`src/rtl/spi_frame_tx.sv`:
```
// SPI frame transmitter: serialises a 128-bit point/colour frame MSB first,
// preceded by a load strobe carrying one sck period.
`timescale 1ns/1ps

module spi_frame_tx #(
    parameter int CLK_DIV = 4
) (
    input  logic       clk,
    input  logic       reset,
    input  logic       start,
    input  logic [9:0] x_1,
    input  logic [9:0] y_1,
    input  logic [9:0] x_2,
    input  logic [9:0] y_2,
    input  logic [9:0] x_3,
    input  logic [9:0] y_3,
    input  logic [9:0] x_4,
    input  logic [9:0] y_4,
    input  logic [3:0] r,
    input  logic [3:0] g,
    input  logic [3:0] b,
    output logic       sck,
    output logic       sdo,
    output logic       load,
    output logic       busy,
    output logic       done
);

    typedef enum logic [1:0] {IDLE, LOAD, SHIFT, DONE} state_t;

    localparam logic [7:0] DIV_RELOAD = 8'(CLK_DIV - 1);

    state_t       state;
    state_t       state_next;
    logic [127:0] shreg;
    logic [6:0]   bit_cnt;
    logic [7:0]   div_cnt;
    logic         tick;
    logic [127:0] frame;

    assign frame = {1'b1, 35'b0, x_1, y_1, x_2, y_2, x_3, y_3, x_4, y_4, r, g, b};
    assign tick  = (div_cnt == 8'd0);

    assign load = (state == LOAD);
    assign busy = (state != IDLE);
    assign done = (state == DONE);

    // Phase ends when the divider expires while sck is high (i.e. on the falling edge)
    always_comb begin
        state_next = state;
        case (state)
            IDLE:    if (start) state_next = LOAD;
            LOAD:    if (tick && sck) state_next = SHIFT;
            SHIFT:   if (tick && sck && bit_cnt == 7'd127) state_next = DONE;
            DONE:    state_next = IDLE;
            default: state_next = IDLE;
        endcase
    end

    always_ff @(posedge clk or posedge reset) begin
        if (reset) state <= IDLE;
        else       state <= state_next;
    end

    always_ff @(posedge clk or posedge reset) begin
        if (reset) begin
            sck     <= 1'b0;
            sdo     <= 1'b0;
            shreg   <= '0;
            bit_cnt <= '0;
            div_cnt <= '0;
        end else begin
            case (state)
                IDLE: begin
                    sck <= 1'b0;
                    sdo <= 1'b0;
                    if (start) begin
                        shreg   <= frame;
                        div_cnt <= DIV_RELOAD;
                        bit_cnt <= '0;
                    end
                end
                LOAD, SHIFT: begin
                    if (tick) begin
                        div_cnt <= DIV_RELOAD;
                        sck     <= ~sck;
                        if (sck) begin
                            // Falling edge: present the next bit, or clear sdo after the last one
                            if (state == LOAD || bit_cnt != 7'd127) begin
                                sdo   <= shreg[127];
                                shreg <= {shreg[126:0], 1'b0};
                            end else begin
                                sdo <= 1'b0;
                            end
                            if (state == SHIFT) bit_cnt <= bit_cnt + 7'd1;
                        end
                    end else begin
                        div_cnt <= div_cnt - 8'd1;
                    end
                end
                DONE: begin
                    sck <= 1'b0;
                    sdo <= 1'b0;
                end
                default: begin
                    sck <= 1'b0;
                    sdo <= 1'b0;
                end
            endcase
        end
    end

endmodule

```
`config.mk`:
```
export PLATFORM = sky130hd
export DESIGN_NAME = spi_frame_tx
export DESIGN_NICKNAME = d
export VERILOG_FILES = /design/src/rtl/spi_frame_tx.sv
export SDC_FILE = /design/constraint.sdc
export NUM_CORES = 1
export LEC_CHECK = 0
export BUFFER_PORTS_ARGS = -buffer_cell sky130_fd_sc_hd__buf_2
export CAP_MARGIN = 20
export CORE_UTILIZATION = 38
export CTS_CLUSTER_SIZE = 40
export DETAILED_ROUTE_END_ITERATION = 12
export PLACE_DENSITY = 0.6
export RECOVER_POWER = 100
export SLEW_MARGIN = 20
export SYNTH_ARGS = -nofsm -noshare
export SYNTH_HDL_FRONTEND = slang
export SYNTH_SLANG_ARGS = --single-unit
```
`constraint.sdc`:
```
create_clock -name clk -period 5.56 [get_ports clk]
set_input_delay 0.278 -clock clk [delete_from_list [all_inputs] [get_ports clk]]
set_output_delay 0.278 -clock clk [all_outputs]
set_load 0.005 [all_outputs]
```
==> results_dict.tcl <==
set metrics [dict create \
    status "finished with violations" \
    failed_checks "DRC, capacitance limit, slew limit" \
    grt_overflow 0 \
    async_reset_ff_frac 1.00 \
    die_h_um 138 \
    cp_max_fo 65 \
    fmax_mhz 261 \
    cp.required_ns 5.87 \
    synth_area_per_cell_um2 10.6 \
    tns_ns 0 \
    synthFlopType "dfrtp_1" \
    reg2reg_slack_ns 1.73 \
    placed_area_um2 7630 \
    cts_tree "done" \
    muxShareOfSynthArea 0.00584 \
    routed_wl_um 17600 \
    min_path_type "in -> reg" \
    ctsHoldBuffers 0 \
    grt_first_pass_wirelength_um 29400 \
    finalSetupViolCount 0 \
    drv_slew 95 \
    utilization 0.452 \
    diodes 0 \
    cts_setup_buffers 0 \
    path_class "reg -> reg" \
    num_io_pins 100 \
    crit_path_end_kind "flop" \
    powerDensity_nw_per_um2 612 \
    core_um2 18100 \
    area_growth_pct 15.7 \
    multiInputGateArea_um2 2910 \
    cts_max_level 4 \
    antenna_found_initial 1 \
    clock_skew_ns 0.0109 \
    clockBufferDepth 2 \
    max_stage_delay_ns 0.89 \
    rsz0062_at_grt "false" \
    avgViaCountPerCell 6.05 \
    n_fill_cell 1682 \
    root_buffer "clkbuf_16" \
    ant_nets 0 \
    row_count 49 \
    timing.final.crit_share 0.688 \
    p_leak_nw 3.59 \
    insertion_delay_ns 0.42 \
    start_kind "flop" \
    hold_violations 0 \
    stdcell_area_um2 8180 \
    dp_hpwl_um 10300 \
    cts-resized-gates 0 \
    post-place-ws_ns 2.51 \
    synth_area_um2 7070 \
    drc 13 \
    fin_cells 970 \
    dp_cells 937 \
    syn_nets 770 \
    cp_num_buf_inv 3 \
    path_cells "inv_1, ha_1, inv_1, nor4_1, nor2_4, clkbuf_2, a22oi_1" \
    max_slew_margin -1.81 \
    arrival_ns 4.14 \
    yosysSeqAreaShare 0.520 \
    synth_compound_area_frac 0.302 \
    period_minus_slack_ns 3.83 \
    synthCells 668 \
    nets 830 \
    die-area_um2 19100 \
    yosys.area.top_type "dfrtp_1" \
    portBuffers 99 \
    maxCapViolCount 1 \
    clk_pin_slew_ns 0.06 \
    initial_core_util 0.391 \
    ys_types 52 \
    slowest_stage "ha_1" \
    synth_warnings 0 \
    final_cell_mix "dfrtp_1, buf_2, o22ai_1, nor2_1, a22oi_1" \
    crit_top_cell "inv_1" \
    synth_top_family_by_area "compound AO/OA/AOI/OAI gates" \
    ys_top_cells_by_area "dfrtp_1, o22ai_1, a22oi_1" \
    worst_slew_pin_slew_ns 4.19 \
    synth-edff-count 0 \
    grt_usage 0.189 \
    drt_iter0_markers 551 \
    ir_drop_v 0.000287 \
    mostFrequentLayoutCell "dfrtp_1" \
    gp_congestion 0.829 \
    cts_buffers 17 \
    synth_simple_gate_area_frac 0.0860 \
    ys_ff_latch 147 \
    seqCellArea_um2 3680 \
    clock-sinks 147 \
    synth-xor-area-share 0.00620 \
    crit_family "buffers and inverters" \
    grt_max_degree 100 \
    die_w_um 138 \
    netlist.area_leader.share 0.520 \
    grt_pass1_vias 5804 \
    drive_above_1_share 0.196 \
    drt-wirelength-per-cell_um 18.1 \
    synthAdderAreaFrac 0.0124 \
    first_pass_iters 9 \
    num_vias 5872 \
    fin_ws_ns 1.73 \
]
==> layout make-up <==
class,instances,area share
sequential,147,0.450
multi-input combinational,414,0.356
timing repair buffer,108,0.0696
clock buffer,25,0.0618
tap,229,0.0350
inverter,40,0.0185
clock inverter,7,0.00888
==> through the flow <==
step,hold slack (ns),power (mW)
2_1_floorplan,0.465,3.43
3_3_place_gp,0.477,3.84
3_5_place_dp,0.483,3.96
4_1_cts,0.0709,5.09
5_1_grt,0.177,5.38
6_report,0.187,5.00
==> state kept, by name, summed over array words and instances, names as in the netlist <==
register  count
div_cnt       8
sdo           1
state         2
bit_cnt       7
sck           1
shreg       128
==> worst reg2reg max path, stage by stage (launching register included) <==
cell and delay, ns:
dfrtp_1 0.38, inv_1 0.09, ha_1 0.89, inv_1 0.46, nor4_1 0.63, nor2_4 0.03
clkbuf_2 0.76, a22oi_1 0.49
==> per-layer routing <==
metal | up-vias | wire length (um) | global-route usage
li1 | 2719 | - | -
met1 | 2910 | 7980 | 0.258
met2 | 226 | 7960 | 0.291
met3 | 15 | 1490 | 0.0547
met4 | 2 | 148 | 0.0609
met5 | - | 10 | 0
==> cell families (layout without fill, tap and decap cells) <==
| family | after synthesis | in the layout |
|---|---|---|
| mux | 4 | 4 |
| simple gates | 122 | 122 |
| xor+xnor | 5 | 5 |
| compound gates | 276 | 276 |
| flops | 147 | 147 |
| buf+inv | 107 | 180 |
| fa+ha+maj | 7 | 7 |
==> where the power goes <==
group / internal, mW / switching, mW
Clock: 0.675 / 0.433
Combinational: 0.820 / 1.40
Sequential: 1.46 / 0.217
Total: 2.95 / 2.05
==> final timing paths <==
| path | from | end | depth (start not counted) |
|---|---|---|---|
| min in group asynchronous | reset | shreg[44] | 2 |
| worst max-delay path | state[0] | shreg[29] | 7 |
| max in group asynchronous | reset | shreg[84] | 3 |
| worst max register to register | state[0] | shreg[29] | 7 |
| worst min-delay path | b[0] | shreg[0] | 3 |
| worst min register to register | shreg[124] | shreg[125] | 1 |
==> synthesized netlist by cell type, types with 3 or more instances <==
| master | count |
|---|---|
| a221oi_1 | 24 |
| dfrtp_1 | 147 |
| a2bb2oi_1 | 29 |
| nand3_1 | 10 |
| a221oi_2 | 3 |
| ha_1 | 7 |
| xor2_1 | 4 |
| nor2_1 | 75 |
| a21oi_1 | 4 |
| clkbuf_1 | 47 |
| a22oi_1 | 63 |
| nand2_1 | 13 |
| o22ai_1 | 92 |
| o21ai_0 | 5 |
| mux2i_1 | 3 |
| o211ai_1 | 3 |
| inv_1 | 40 |
| nor4_1 | 6 |
| buf_2 | 8 |
| buf_6 | 7 |
| a32o_1 | 35 |
| buf_4 | 3 |
No activity file was read; power rests on OpenSTA's default activity.
